==> config.mk <==
export PLATFORM = sky130hd
export DESIGN_NAME = multi_cycle_controller
export DESIGN_NICKNAME = d
export VERILOG_FILES = /design/src/rtl/controller_pkg.sv /design/src/rtl/alu_decoder.sv /design/src/rtl/multi_cycle_controller.sv
export SDC_FILE = /design/constraint.sdc
export NUM_CORES = 1
export LEC_CHECK = 0
export CAP_MARGIN = 10
export CORE_MARGIN = 3
export CORE_UTILIZATION = 44
export DETAILED_ROUTE_END_ITERATION = 16
export GPL_TIMING_DRIVEN = 0
export PLACE_DENSITY = 0.84
export SETUP_SLACK_MARGIN = 0.3
export SLEW_MARGIN = 20
export SYNTH_ARGS = -nofsm -noshare
export SYNTH_HDL_FRONTEND = slang
export SYNTH_SLANG_ARGS = --single-unit
==> constraint.sdc <==
create_clock -name clk -period 2.5 [get_ports clk]
set_input_delay 0.625 -clock clk [delete_from_list [all_inputs] [get_ports clk]]
set_output_delay 0.625 -clock clk [all_outputs]
set_load 0.01 [all_outputs]
==> src/rtl/controller_pkg.sv <==
// Shared definitions for the multi-cycle RV32I controller: FSM state encoding,
// opcode constants, ALU operation codes, datapath mux select encodings and
// the immediate-format decode helper.
package controller_pkg;

  localparam int unsigned STATE_W  = 4;
  localparam int unsigned OPCODE_W = 7;
  localparam int unsigned ALU_W    = 3;
  localparam int unsigned SEL_W    = 2;
  localparam int unsigned IMM_W    = 3;

  typedef enum logic [STATE_W-1:0] {
    S_FETCH    = 4'd0,
    S_DECODE   = 4'd1,
    S_MEMADR   = 4'd2,
    S_MEMREAD  = 4'd3,
    S_MEMWB    = 4'd4,
    S_MEMWRITE = 4'd5,
    S_EXECR    = 4'd6,
    S_EXECI    = 4'd7,
    S_ALUWB    = 4'd8,
    S_BRANCH   = 4'd9,
    S_JAL      = 4'd10,
    S_JALR     = 4'd11,
    S_JALRLINK = 4'd12,
    S_LUI      = 4'd13
  } state_t;

  localparam logic [OPCODE_W-1:0] OP_LOAD   = 7'b0000011;
  localparam logic [OPCODE_W-1:0] OP_STORE  = 7'b0100011;
  localparam logic [OPCODE_W-1:0] OP_RTYPE  = 7'b0110011;
  localparam logic [OPCODE_W-1:0] OP_ITYPE  = 7'b0010011;
  localparam logic [OPCODE_W-1:0] OP_BRANCH = 7'b1100011;
  localparam logic [OPCODE_W-1:0] OP_JAL    = 7'b1101111;
  localparam logic [OPCODE_W-1:0] OP_JALR   = 7'b1100111;
  localparam logic [OPCODE_W-1:0] OP_LUI    = 7'b0110111;

  localparam logic [ALU_W-1:0] ALU_ADD = 3'b000;
  localparam logic [ALU_W-1:0] ALU_SUB = 3'b001;
  localparam logic [ALU_W-1:0] ALU_AND = 3'b010;
  localparam logic [ALU_W-1:0] ALU_OR  = 3'b011;
  localparam logic [ALU_W-1:0] ALU_XOR = 3'b100;
  localparam logic [ALU_W-1:0] ALU_SLT = 3'b101;

  localparam logic [SEL_W-1:0] RES_ALUOUT    = 2'b00;
  localparam logic [SEL_W-1:0] RES_DATA      = 2'b01;
  localparam logic [SEL_W-1:0] RES_ALURESULT = 2'b10;
  localparam logic [SEL_W-1:0] RES_IMMEXT    = 2'b11;

  localparam logic [SEL_W-1:0] SRCA_PC    = 2'b00;
  localparam logic [SEL_W-1:0] SRCA_OLDPC = 2'b01;
  localparam logic [SEL_W-1:0] SRCA_RD1   = 2'b10;

  localparam logic [SEL_W-1:0] SRCB_RD2  = 2'b00;
  localparam logic [SEL_W-1:0] SRCB_IMM  = 2'b01;
  localparam logic [SEL_W-1:0] SRCB_FOUR = 2'b10;

  localparam logic [IMM_W-1:0] IMM_I = 3'b000;
  localparam logic [IMM_W-1:0] IMM_S = 3'b001;
  localparam logic [IMM_W-1:0] IMM_B = 3'b010;
  localparam logic [IMM_W-1:0] IMM_J = 3'b011;
  localparam logic [IMM_W-1:0] IMM_U = 3'b100;

  // Immediate format depends only on the opcode, independent of FSM state.
  function automatic logic [IMM_W-1:0] imm_src_f(input logic [OPCODE_W-1:0] op);
    logic [IMM_W-1:0] r;
    case (op)
      OP_STORE:  r = IMM_S;
      OP_BRANCH: r = IMM_B;
      OP_JAL:    r = IMM_J;
      OP_LUI:    r = IMM_U;
      default:   r = IMM_I;
    endcase
    return r;
  endfunction

endpackage

==> src/rtl/alu_decoder.sv <==
// ALU operation decode for the execute states.
// Ports: funct3_i/funct7b5_i - instruction fields; is_rtype_i - 1 in EXECR,
// 0 in EXECI; alu_control_o - combinational ALU operation code.
module alu_decoder
  import controller_pkg::*;
(
  input  logic [2:0]       funct3_i,
  input  logic             funct7b5_i,
  input  logic             is_rtype_i,
  output logic [ALU_W-1:0] alu_control_o
);

  // funct7b5 only selects sub for register-register ops; addi ignores it.
  always_comb begin
    alu_control_o = ALU_ADD;
    case (funct3_i)
      3'b000:  alu_control_o = (is_rtype_i && funct7b5_i) ? ALU_SUB : ALU_ADD;
      3'b111:  alu_control_o = ALU_AND;
      3'b110:  alu_control_o = ALU_OR;
      3'b100:  alu_control_o = ALU_XOR;
      3'b010:  alu_control_o = ALU_SLT;
      default: alu_control_o = ALU_ADD;
    endcase
  end

endmodule

==> src/rtl/multi_cycle_controller.sv <==
// Moore control FSM for the multi-cycle RV32I datapath. Sequences each
// instruction through fetch/decode/execute/memory/writeback and drives all
// datapath mux selects, register enables and the ALU operation.
// Inputs: clk, rst_n (sync, active-low), opcode/funct3/funct7b5 from IR,
// zero/lt ALU flags (used only in BRANCH).
// Outputs (combinational from state + IR fields): pc_write, adr_src,
// mem_write, ir_write, result_src, alu_src_a, alu_src_b, reg_write,
// alu_control, imm_src.
// Build option: define BRANCH_EXT_EN to resolve bne/blt/bge in addition to beq.
module multi_cycle_controller
  import controller_pkg::*;
(
  input  logic                clk,
  input  logic                rst_n,
  input  logic [OPCODE_W-1:0] opcode,
  input  logic [2:0]          funct3,
  input  logic                funct7b5,
  input  logic                zero,
  input  logic                lt,
  output logic                pc_write,
  output logic                adr_src,
  output logic                mem_write,
  output logic                ir_write,
  output logic [SEL_W-1:0]    result_src,
  output logic [SEL_W-1:0]    alu_src_a,
  output logic [SEL_W-1:0]    alu_src_b,
  output logic                reg_write,
  output logic [ALU_W-1:0]    alu_control,
  output logic [IMM_W-1:0]    imm_src
);

  state_t           state_q, state_d;
  logic [ALU_W-1:0] dec_alu_c;
  logic             taken_c;

  // State register
  always_ff @(posedge clk) begin
    if (!rst_n) state_q <= S_FETCH;
    else        state_q <= state_d;
  end

  alu_decoder u_alu_decoder (
    .funct3_i      (funct3),
    .funct7b5_i    (funct7b5),
    .is_rtype_i    (state_q == S_EXECR),
    .alu_control_o (dec_alu_c)
  );

  // Branch resolution from the ALU flags of the BRANCH-cycle subtraction
`ifdef BRANCH_EXT_EN
  always_comb begin
    taken_c = 1'b0;
    case (funct3)
      3'b000:  taken_c = zero;
      3'b001:  taken_c = !zero;
      3'b100:  taken_c = lt;
      3'b101:  taken_c = !lt;
      default: taken_c = 1'b0;
    endcase
  end
`else
  logic unused_lt;
  assign unused_lt = lt;

  always_comb begin
    taken_c = 1'b0;
    if (funct3 == 3'b000) taken_c = zero;
  end
`endif

  // Next-state and Moore outputs
  always_comb begin
    state_d     = state_q;
    pc_write    = 1'b0;
    adr_src     = 1'b0;
    mem_write   = 1'b0;
    ir_write    = 1'b0;
    result_src  = RES_ALUOUT;
    alu_src_a   = SRCA_PC;
    alu_src_b   = SRCB_RD2;
    reg_write   = 1'b0;
    alu_control = ALU_ADD;
    imm_src     = imm_src_f(opcode);

    case (state_q)
      S_FETCH: begin
        ir_write   = 1'b1;
        alu_src_b  = SRCB_FOUR;
        result_src = RES_ALURESULT;
        pc_write   = 1'b1;
        state_d    = S_DECODE;
      end
      S_DECODE: begin
        // Precompute branch/jal target into ALUOut
        alu_src_a = SRCA_OLDPC;
        alu_src_b = SRCB_IMM;
        case (opcode)
          OP_LOAD, OP_STORE: state_d = S_MEMADR;
          OP_RTYPE:          state_d = S_EXECR;
          OP_ITYPE:          state_d = S_EXECI;
          OP_BRANCH:         state_d = S_BRANCH;
          OP_JAL:            state_d = S_JAL;
          OP_JALR:           state_d = S_JALR;
          OP_LUI:            state_d = S_LUI;
          default:           state_d = S_FETCH;
        endcase
      end
      S_MEMADR: begin
        alu_src_a = SRCA_RD1;
        alu_src_b = SRCB_IMM;
        state_d   = opcode[5] ? S_MEMWRITE : S_MEMREAD;
      end
      S_MEMREAD: begin
        adr_src = 1'b1;
        state_d = S_MEMWB;
      end
      S_MEMWB: begin
        result_src = RES_DATA;
        reg_write  = 1'b1;
        state_d    = S_FETCH;
      end
      S_MEMWRITE: begin
        adr_src   = 1'b1;
        mem_write = 1'b1;
        state_d   = S_FETCH;
      end
      S_EXECR: begin
        alu_src_a   = SRCA_RD1;
        alu_src_b   = SRCB_RD2;
        alu_control = dec_alu_c;
        state_d     = S_ALUWB;
      end
      S_EXECI: begin
        alu_src_a   = SRCA_RD1;
        alu_src_b   = SRCB_IMM;
        alu_control = dec_alu_c;
        state_d     = S_ALUWB;
      end
      S_ALUWB: begin
        reg_write = 1'b1;
        state_d   = S_FETCH;
      end
      S_BRANCH: begin
        alu_src_a   = SRCA_RD1;
        alu_src_b   = SRCB_RD2;
        alu_control = ALU_SUB;
        pc_write    = taken_c;
        state_d     = S_FETCH;
      end
      S_JAL: begin
        // Target already in ALUOut; ALU forms OldPC+4 for the link write
        alu_src_a = SRCA_OLDPC;
        alu_src_b = SRCB_FOUR;
        pc_write  = 1'b1;
        state_d   = S_ALUWB;
      end
      S_JALR: begin
        alu_src_a  = SRCA_RD1;
        alu_src_b  = SRCB_IMM;
        result_src = RES_ALURESULT;
        pc_write   = 1'b1;
        state_d    = S_JALRLINK;
      end
      S_JALRLINK: begin
        alu_src_a  = SRCA_OLDPC;
        alu_src_b  = SRCB_FOUR;
        result_src = RES_ALURESULT;
        reg_write  = 1'b1;
        state_d    = S_FETCH;
      end
      S_LUI: begin
        result_src = RES_IMMEXT;
        reg_write  = 1'b1;
        state_d    = S_FETCH;
      end
      default: state_d = S_FETCH;
    endcase

    // Reset aborts the current instruction and suppresses every side effect
    if (!rst_n) begin
      state_d     = S_FETCH;
      pc_write    = 1'b0;
      adr_src     = 1'b0;
      mem_write   = 1'b0;
      ir_write    = 1'b0;
      result_src  = RES_ALUOUT;
      alu_src_a   = SRCA_PC;
      alu_src_b   = SRCB_RD2;
      reg_write   = 1'b0;
      alu_control = ALU_ADD;
      imm_src     = IMM_I;
    end
  end

endmodule

==> results of run 1 <==
## logic make-up after synthesis
logic type	share of synthesized area (%)
AND/OR/NAND/NOR	45.28
AO/OA/AOI/OAI	23.60
buffers and inverters	11.01
XOR/XNOR	6.119
flip-flops	11.19
adder cells (fa/ha/maj)	2.797
## cell type report
class | count | share of cell area [%]
Buffer | 12 | 9.934
Multi-Input combinational cell | 83 | 56.00
Inverter | 5 | 1.965
Timing Repair Buffer | 33 | 21.40
Tap cell | 15 | 1.638
Clock buffer | 3 | 1.965
Sequential cell | 4 | 7.096
## layer usage
layer  part of all wire, %  up-vias  GRT usage [%]  routed length [um]
met4                   1.4        0          7.955                  35
met1                    42      434          32.41                1073
li1                      -      457              -                   -
met2                    50       60          45.05                1274
met3                   6.8        4          2.344                 173
met5                     0        -              0                   0
## layout by cell type, fill, tap and decap left out, drive strengths merged, types with 3 or more instances in the layout
cell	instances
inv	4
or3	3
nor2b	5
nor2	3
buf	27
nor4	3
dlygate4sd2	8
nand3	5
xnor2	5
dfxtp	4
nand2	6
nand3b	3
nor3	5
clkbuf	10
and3	3
a21oi	6
## per-stage QoR
step                      utilization [%]  setup slack, ns
final                               80.99           0.2591
after detailed placement            70.47          -0.6693
after global placement              70.47          -0.6816
after CTS                           77.54          0.04053
after global routing                80.99           0.2247
after floorplan                         -           0.2353
## power by group
part           internal, mW  leakage (nW)  total (mW)  switching [mW]
Combinational        0.0799         0.457       0.157          0.0768
Sequential           0.0667        0.0331      0.0683         0.00164
Clock                0.0538        0.0138      0.0815          0.0277
## how the worst max path moves through the flow
stage                     depth (start not counted)          to      start  slack, ns
after floorplan                                   3  imm_src[0]  opcode[2]       0.24
after global placement                            5    pc_write  funct3[2]      -0.68
after detailed placement                          4  imm_src[0]  opcode[3]      -0.67
after CTS                                         4  imm_src[0]  opcode[3]       0.04
after global routing                              4  imm_src[0]  opcode[3]       0.22
final                                             4  imm_src[0]  opcode[3]       0.26
## worst reg2reg max path, cell delays in order (launching register included)
cell,delay (ns)
dfxtp_1,0.34
buf_6,0.14
clkinvlp_4,0.11
buf_4,0.15
buf_4,0.14
a211o_1,0.26
a211oi_1,0.19
## repair_timing
item,CTS,global route
resized for setup,94,24
endpoints found under the setup margin,17,12
setup buffers,4,3
hold buffers,0,0
pin swaps,7,4
gates cloned,0,0
==> results by group, run 1 <==
Worst hold path
  – Worst min path class: register to register
  – Hold Crit Depth: 3
  – Min-delay src: state_q[3]
  – Hold EP: state_q[2]

STA
  – Max transition margin: about four fifths
  – Fin. Hold Viols: 0
  – Clock Skews: about 0.0037 ns
  – Final setup fails: 0
  – Post-Route Setup TNS: 0 ns
  – Final Max Tran Viols: 0
  – Tcrit/Tclk final: between 80% and 90%
  – Fmax: between 400 and 500 MHz
  – WHS: around 0.72 ns
  – Minimum clock period: 2.241 ns
  – RSZ-0062 raised after global routing: yes
  – Pin slew with the least headroom to its limit: slightly above 0.3 ns

Die
  – DIE HEIGHT: around 46 um
  – Row count: 13
  – Starting Density: between 50 and 60%
  – Die span in x: 46.33 um
  – Die footprint: approximately 2100 um^2
  – I/O pin count: 32
  – Core Footprint: 1415 um^2

Synthesis
  – Synth area leader: dfxtp_1
  – FF+latch count, synth: 4
  – Mapped Nets: about 120
  – Most common library cells after synthesis: buf_2, nand2_1
  – Ys flop type: dfxtp_1
  – Post-synth EDFFs: 0
  – Syn Inst Count: between 100 and 150
  – Yosys warning count: 0
  – Dominant cells by area after synthesis: dfxtp_1, xnor2_1, nor2b_1
  – Seq/Total Area, Yosys: approximately 11%
  – Avg Cell Area, Syn: 6.882 um^2
  – Yosys top cell area share: between 10% and 20%
  – Post-Syn Area: 715.7 um^2
  – Post-synth cell types: 44
  – Asr flop ratio synth: 0%

Status
  – Status: finished clean

Power
  – Peak supply drop: 0.1390 mV
  – Tot Pwr: a little over 0.3 mW
  – Pwr dens: between 200 and 300 nW/um^2
  – Pleak: a little over 0.5 nW

Critical path
  – CP Cell Sequence: buf_2 -> or3_4 -> a2111oi_4 -> buf_2
  – Delay-heaviest family, CP: simple AND/OR/NAND/NOR gates
  – CP dominant cell by count: buf_2
  – WP buf/inv: 2
  – Peak fanout along the critical path: 7
  – Arr. time, crit path: around 1.6 ns
  – Slowest cell delay on critical path: 0.40 ns
  – R2R Setup Slk: 1.10 ns
  – Slowest cell on the critical path: or3_4
  – Setup CP Type: primary input to output port
  – Req. time, crit path: between 1.5 and 2 ns
  – Critical Path End Type: output port
  – Critical R2R Capture: state_q[2]
  – Reg2Reg Depth: 6
  – R2R Path Start: state_q[0]
  – Startpoint types: primary input

Routing
  – WL/cell: between 15 and 20 um
  – Post-route DRC: 0
  – Antenna Violating Nets Remaining: 0
  – DRT Pass-1 Iters: 4
  – Final WL: 2557 um
  – Via Count: 955
  – DR vias/cell: between 6 and 7
  – Initial DRC count: 25

Cells and area
  – Final std cells w/o fill: about 160
  – Nets: 157
  – FILL cells: 91
  – Reg area: 81.33 um^2
  – Largest registers: state_q: 4 flops
  – Diodes inserted: 0
  – Largest Register: state_q
  – Fin area: between 1000 and 1500 um^2
  – Layout area overhead: 60.14%
  – Max reg flops: 4
  – Area of the multi-input gates: between 600 and 700 um^2
  – Layout cells sized above 1: approximately two fifths

Place
  – Hpwl dp: 1631 um
  – Port-buffer cells: 26
  – GPL Wtd Cong: 0.8213
  – Dpl cell area: 997.2 um^2
  – Placed cells: 145

Clocking
  – CTS root buffer: clkbuf_4
  – H-Tree Depth: 1
  – Total CTS buffers: 3
  – Worst-path clk slew: roughly 0.04 ns
  – Worst-Skew Late Latency: between 0.2 and 0.25 ns
  – Clock sinks: 4
  – CTS tree: done
  – CTS max path bufs: 2

GRT
  – Initial antenna violation count: 0
  – Gr usage total: roughly a quarter
  – First-pass GRT wire length: 4071 um
  – Total grt overflow: 0
  – Vias in the first global route: around 870
  – Largest net degree at the start of global routing: 11

Flow run
  – Max Cap Viol: 0
(Power assumes the default switching activity.)
==> run 2, diff against run 1 <==
--- a/config.mk
+++ b/config.mk
@@ -6,9 +6,10 @@
 export NUM_CORES = 1
 export LEC_CHECK = 0
 export CAP_MARGIN = 10
-export CORE_MARGIN = 3
+export CORE_MARGIN = 2
 export CORE_UTILIZATION = 44
 export DETAILED_ROUTE_END_ITERATION = 16
+export GPL_ROUTABILITY_DRIVEN = 0
 export GPL_TIMING_DRIVEN = 0
 export PLACE_DENSITY = 0.84
 export SETUP_SLACK_MARGIN = 0.3
==> results by group, run 2 (synthesized netlist as in run 1, its figures left out) <==
Status
  – Status: finished clean

Critical path
  – Critical Path End Type: output port
  – Setup CP Type: primary input to output port
  – Arr. time, crit path: 1.62 ns (about the same)
  – Startpoint types: primary input
  – Peak fanout along the critical path: 7 (unchanged)
  – R2R Setup Slk: 1.26 ns (+0.16 ns)
  – Req. time, crit path: 1.88 ns (about the same)

Clocking
  – Clock sinks: 4 (unchanged)
  – H-Tree Depth: 1 (unchanged)
  – CTS max path bufs: 2 (unchanged)
  – Total CTS buffers: 3 (unchanged)
  – CTS root buffer: clkbuf_4
  – Worst-Skew Late Latency: 0.22 ns (-0.02 ns)
  – Worst-path clk slew: 0.03 ns (about the same)
  – CTS tree: done

Power
  – Peak supply drop: 0.2001 mV (+44%)
  – Comb power frac: 50.3% (-0.8 points)
  – Tot Pwr: 0.2860 mW (-6.7%)
  – Psw: 0.09540 mW (-10%)
  – Internal: 0.1906 mW (-4.9%)
  – Sw Ratio: 33.36% (-1.3 points)
  – Share of power burned in registers: 23.7% (+1.4 points)
  – Pleak: 0.4870 nW (-3.4%)
  – Clk network pwr share: 26.0% (-0.6 points)
  – Pwr dens: 257.4 nW/um^2 (-3.8%)

Routing
  – DR vias/cell: 6.132 (-0.47%)
  – DRT Pass-1 Iters: 4 (unchanged)
  – Final WL: 2169 um (-15%)
  – Post-route DRC: 0 (unchanged)
  – Via Count: 926 (-3.0%)
  – Antenna Violating Nets Remaining: 0 (unchanged)
  – Initial DRC count: 21 (-16%)
  – WL/cell: 14.36 um (-13%)

Cells and area
  – Largest Register: state_q
  – Commonest non-fill, non-tap cells in the layout: buf_2, dlygate4sd2_1, buf_6
  – Layout cells sized above 1: 37.04% (-4.4 points)
  – FILL cells: 121 (+33%)
  – Max reg flops: 4 (unchanged)
  – Largest registers: state_q: 4 flops
  – Diodes inserted: 0 (unchanged)
  – Most common cell after layout, fill and taps aside: buf_2
  – Nets: 152 (-3.2%)
  – Fin area: 1111 um^2 (-3.1%)
  – Layout area overhead: 55.25%

GRT
  – Largest net degree at the start of global routing: 11 (unchanged)
  – Gr usage total: 23.55% (-2.1 points)
  – First-pass GRT wire length: 3594 um (-12%)
  – Total grt overflow: 0 (unchanged)
  – Vias in the first global route: 845 (-2.4%)
  – Initial antenna violation count: 0 (unchanged)

STA
  – Fin. Hold Viols: 0 (unchanged)
  – Tcrit/Tclk final: 89.89% (+0.26 points)
  – Max transition margin: 82.65% (+3.5 points)
  – Pin slew with the least headroom to its limit: 0.2566 ns (-0.05216 ns)
  – Clock Skews: 0.004190 ns (+0.0005376 ns)
  – Fmax: 445.0 MHz (-0.29%)
  – RSZ-0062 raised after global routing: yes
  – Final setup fails: 0 (unchanged)
  – Final Max Tran Viols: 0 (unchanged)
  – Minimum clock period: 2.247 ns (+0.006411 ns)

Die
  – Die footprint: 1965 um^2 (-8.4%)
  – Die span in x: 44.33 um (-4.3%)
  – Core Footprint: 1524 um^2 (+7.7%)
  – DIE HEIGHT: 44.33 um (-4.3%)
  – Row count: 14 (+1)
  – I/O pin count: 32 (unchanged)
  – Starting Density: 46.96% (-3.6 points)

Flow run
  – Max Cap Viol: 0 (unchanged)

Place
  – Dpl cell area: 998.5 um^2 (+0.13%)
  – Port-buffer cells: 26 (unchanged)
  – Hpwl dp: 1533 um (-6.0%)

Worst hold path
  – Worst min path class: register to register
## run 2: cell types whose count changed in the layout (fill, tap and decap cells not counted), moves of 2 or more
cell / change
nor4_1: -2
dlygate4sd2_1: +2
nor4_2: +2
buf_4: -6
## run 2: metrics by stage
stage / TNS (ns) / instances / hold WS (ns) / worst slack (ns) / util [%]
after floorplan: 0 / 104 / 0.6148 / 0.2353 / -
after global placement: -2.729 / 146 / 0.6475 / -0.6583 / 65.52
after detailed placement: -3.059 / 146 / 0.6488 / -0.6394 / 65.52
after CTS: 0 / 149 / 0.6645 / 0.1200 / 69.79
after global routing: 0 / 151 / 0.7039 / 0.2139 / 72.91
final: 0 / 151 / 0.6696 / 0.2527 / 72.91
## run 2: cell type report
class	instances	area, um^2	share of cell area (%)
buffer	12	111.4	10.02
tap	16	20.02	1.802
clock buffer	3	22.52	2.027
sequential	4	80.08	7.207
timing repair buffer	28	210.2	18.92
inverter	5	21.27	1.914
multi-input combinational	83	645.6	58.11
## run 2: what timing repair did
action	4_1_cts	5_1_grt
gates resized for setup	95	20
setup buffers	0	2
endpoints found under the setup margin	17	12
pin swaps	7	4
hold buffers	0	0
## run 2: final timing paths
check,startpoint,end,cells past startpoint
worst max-delay path,opcode[3],imm_src[0],4
worst min-delay path,state_q[0],state_q[1],3
worst max register to register,state_q[2],state_q[0],4
worst min register to register,state_q[0],state_q[1],3
## run 2: worst max-delay path: stages
cell and delay [ns]:
buf_2 0.15, or3_4 0.39, a2111oi_4 0.28, buf_2 0.18
## run 2: power groups by stage
stage / logic (mW) / registers (mW) / clock network [mW]
finish: 0.144 / 0.0676 / 0.0744
global route: 0.156 / 0.0677 / 0.0785
CTS: 0.133 / 0.0672 / 0.0750
detailed placement: 0.126 / 0.0680 / 0
global placement: 0.123 / 0.0680 / 0
floorplan: 0.0742 / 0.0679 / 0
## run 2: metal layers
metal  up-vias  global-route usage (%)  wire length, um  share of wire [%]
li1        446                       -                -                  -
met1       439                   28.96              894                 41
met4         0                   9.091                0                  0
met3         0                   1.633              108                5.0
met5         -                       0                0                  0
met2        41                   42.35             1165                 54
==> run 3, diff against run 2 <==
--- a/config.mk
+++ b/config.mk
@@ -11,8 +11,8 @@
 export DETAILED_ROUTE_END_ITERATION = 16
 export GPL_ROUTABILITY_DRIVEN = 0
 export GPL_TIMING_DRIVEN = 0
+export MAX_ROUTING_LAYER = met4
 export PLACE_DENSITY = 0.84
-export SETUP_SLACK_MARGIN = 0.3
 export SLEW_MARGIN = 20
 export SYNTH_ARGS = -nofsm -noshare
 export SYNTH_HDL_FRONTEND = slang
==> results by group, run 3 (synthesized netlist as in run 1, its figures left out) <==
Die
  – I/O pin count: 32 (unchanged)
  – Row count: 14 (unchanged)
  – Core Footprint: 1524 um^2 (unchanged)
  – DIE HEIGHT: 44.33 um (unchanged)
  – Die span in x: 44.33 um (unchanged)
  – Die footprint: 1965 um^2 (unchanged)
  – Starting Density: 46.96% (unchanged)

Power
  – Peak supply drop: 0.1595 mV (-20%)
  – Tot Pwr: 0.2851 mW (-0.32%)
  – Pleak: 0.4636 nW (-4.8%)
  – Pwr dens: 266.2 nW/um^2 (+3.4%)

Clocking
  – CTS root buffer: clkbuf_4
  – Worst-Skew Late Latency: 0.24 ns (+0.02 ns)
  – Worst-path clk slew: 0.04 ns (about the same)
  – CTS max path bufs: 2 (unchanged)
  – H-Tree Depth: 1 (unchanged)
  – Total CTS buffers: 3 (unchanged)
  – CTS tree: done
  – CTS Hold Buffers Added: 0 (unchanged)
  – Clock sinks: 4 (unchanged)

Cells and area
  – Final std cells w/o fill: 150 (-0.66%)
  – Commonest non-fill, non-tap cells in the layout: dlygate4sd2_1, clkdlybuf4s50_1, buf_4, nand2_1
  – Largest registers: state_q: 4 flops
  – Layout area overhead: 49.65%
  – Largest Register: state_q
  – Most common cell after layout, fill and taps aside: dlygate4sd2_1
  – Max reg flops: 4 (unchanged)
  – Layout cells sized above 1: 23.13% (-14 points)
  – Nets: 151 (-0.66%)
  – Utilization after layout: 70.28% (-2.6 points)
  – Diodes inserted: 0 (unchanged)

STA
  – Fmax: 406.9 MHz (-8.5%)
  – Clock Skews: 0.004997 ns (+0.0008071 ns)
  – Tcrit/Tclk final: 98.29% (+8.4 points)
  – Post-Route Setup TNS: 0 ns (unchanged)
  – Fin. Hold Viols: 0 (unchanged)
  – RSZ-0062 raised after global routing: yes
  – Pin slew with the least headroom to its limit: 0.3737 ns (+0.1171 ns)
  – Minimum clock period: 2.457 ns (+0.2100 ns)
  – WHS: 0.6929 ns (+0.02336 ns)
  – Max transition margin: 75.09% (-7.6 points)
  – Final setup fails: 0 (unchanged)
  – Final Max Tran Viols: 0 (unchanged)

GRT
  – First-pass GRT wire length: 3443 um (-4.2%)
  – Largest net degree at the start of global routing: 11 (unchanged)
  – Vias in the first global route: 804 (-4.9%)
  – Total grt overflow: 0 (unchanged)
  – Initial antenna violation count: 0 (unchanged)
  – Gr usage total: 23.94% (+0.39 points)

Status
  – Status: finished clean

Flow run
  – Max Cap Viol: 0 (unchanged)

Critical path
  – Arr. time, crit path: 1.83 ns (+0.21 ns)
  – Critical Path End Type: output port
  – R2R Setup Slk: 1.12 ns (-0.14 ns)
  – Setup CP Type: register to output port
  – Startpoint types: register
  – Peak fanout along the critical path: 10 (+3)
  – Req. time, crit path: 1.88 ns (about the same)

Routing
  – DR vias/cell: 6.153 (+0.34%)
  – Initial DRC count: 35 (+67%)
  – Antenna Violating Nets Remaining: 0 (unchanged)
  – DRT Pass-1 Iters: 4 (unchanged)
  – Final WL: 2222 um (+2.4%)
  – WL/cell: 14.81 um (+3.1%)
  – Via Count: 923 (-0.32%)
  – Post-route DRC: 0 (unchanged)

Place
  – Hpwl dp: 1537 um (+0.26%)
  – Placed cells: 146 (unchanged)
  – Port-buffer cells: 26 (unchanged)

Worst hold path
  – Worst min path class: register to register
-- run 3: cell count changes in the layout (fill, tap and decap cells not counted), moves of 2 or more --
cell and delta:
or2_4 -2, buf_2 -7, clkdlybuf4s50_1 +9, buf_6 -7, clkbuf_2 -2, buf_4 +3
-- run 3: path summary, 6_finish.rpt --
kind / start / cells past startpoint / endpoint
min reg2reg: state_q[0] / 3 / state_q[1]
min: state_q[0] / 3 / state_q[1]
max: state_q[3] / 5 / result_src[0]
max reg2reg: state_q[0] / 5 / state_q[1]
-- run 3: where the power goes --
group | internal [mW] | switching, mW
clock | 0.0540 | 0.0308
combinational | 0.0651 | 0.0677
sequential | 0.0665 | 0.000904
total | 0.186 | 0.0994
-- run 3: layer usage --
metal	up-vias	GRT usage, %	routed length (um)
li1	451	-	-
met1	416	26.05	905
met2	53	41.47	1144
met3	3	3.265	154
met4	0	13.33	18
met5	-	-	0
-- run 3: repair_timing --
| item | 4_1_cts | 5_1_grt |
|---|---|---|
| cloned | 0 | 0 |
| endpoints found under the hold margin | 0 | 0 |
| endpoints found under the setup margin | 16 | 9 |
| resized for setup | 35 | 14 |
| setup buffers | 0 | 2 |
| pin swaps | 0 | 2 |
-- run 3: worst max-delay path, stage by stage, from the launching register on --
cell and delay (ns):
dfxtp_1 0.37, buf_4 0.18, buf_4 0.18, xnor2_1 0.13, and4_1 0.20, clkdlybuf4s50_1 0.53
-- run 3: cell type report --
cell class	count	area (um^2)
timing repair buffer	28	255.2
buffer	11	75.07
multi-input combinational	83	594.3
inverter	5	22.52
tap	16	20.02
clock buffer	3	22.52
fill	121	452.9
sequential	4	81.33
-- run 3: stage by stage --
stage	setup slack, ns	cell area [um^2]
final	0.04264	1071
after floorplan	0.1145	715.7
after global placement	-0.6791	996.0
after detailed placement	-0.6594	996.0
after CTS	-0.09348	1031
after global routing	-0.009072	1071
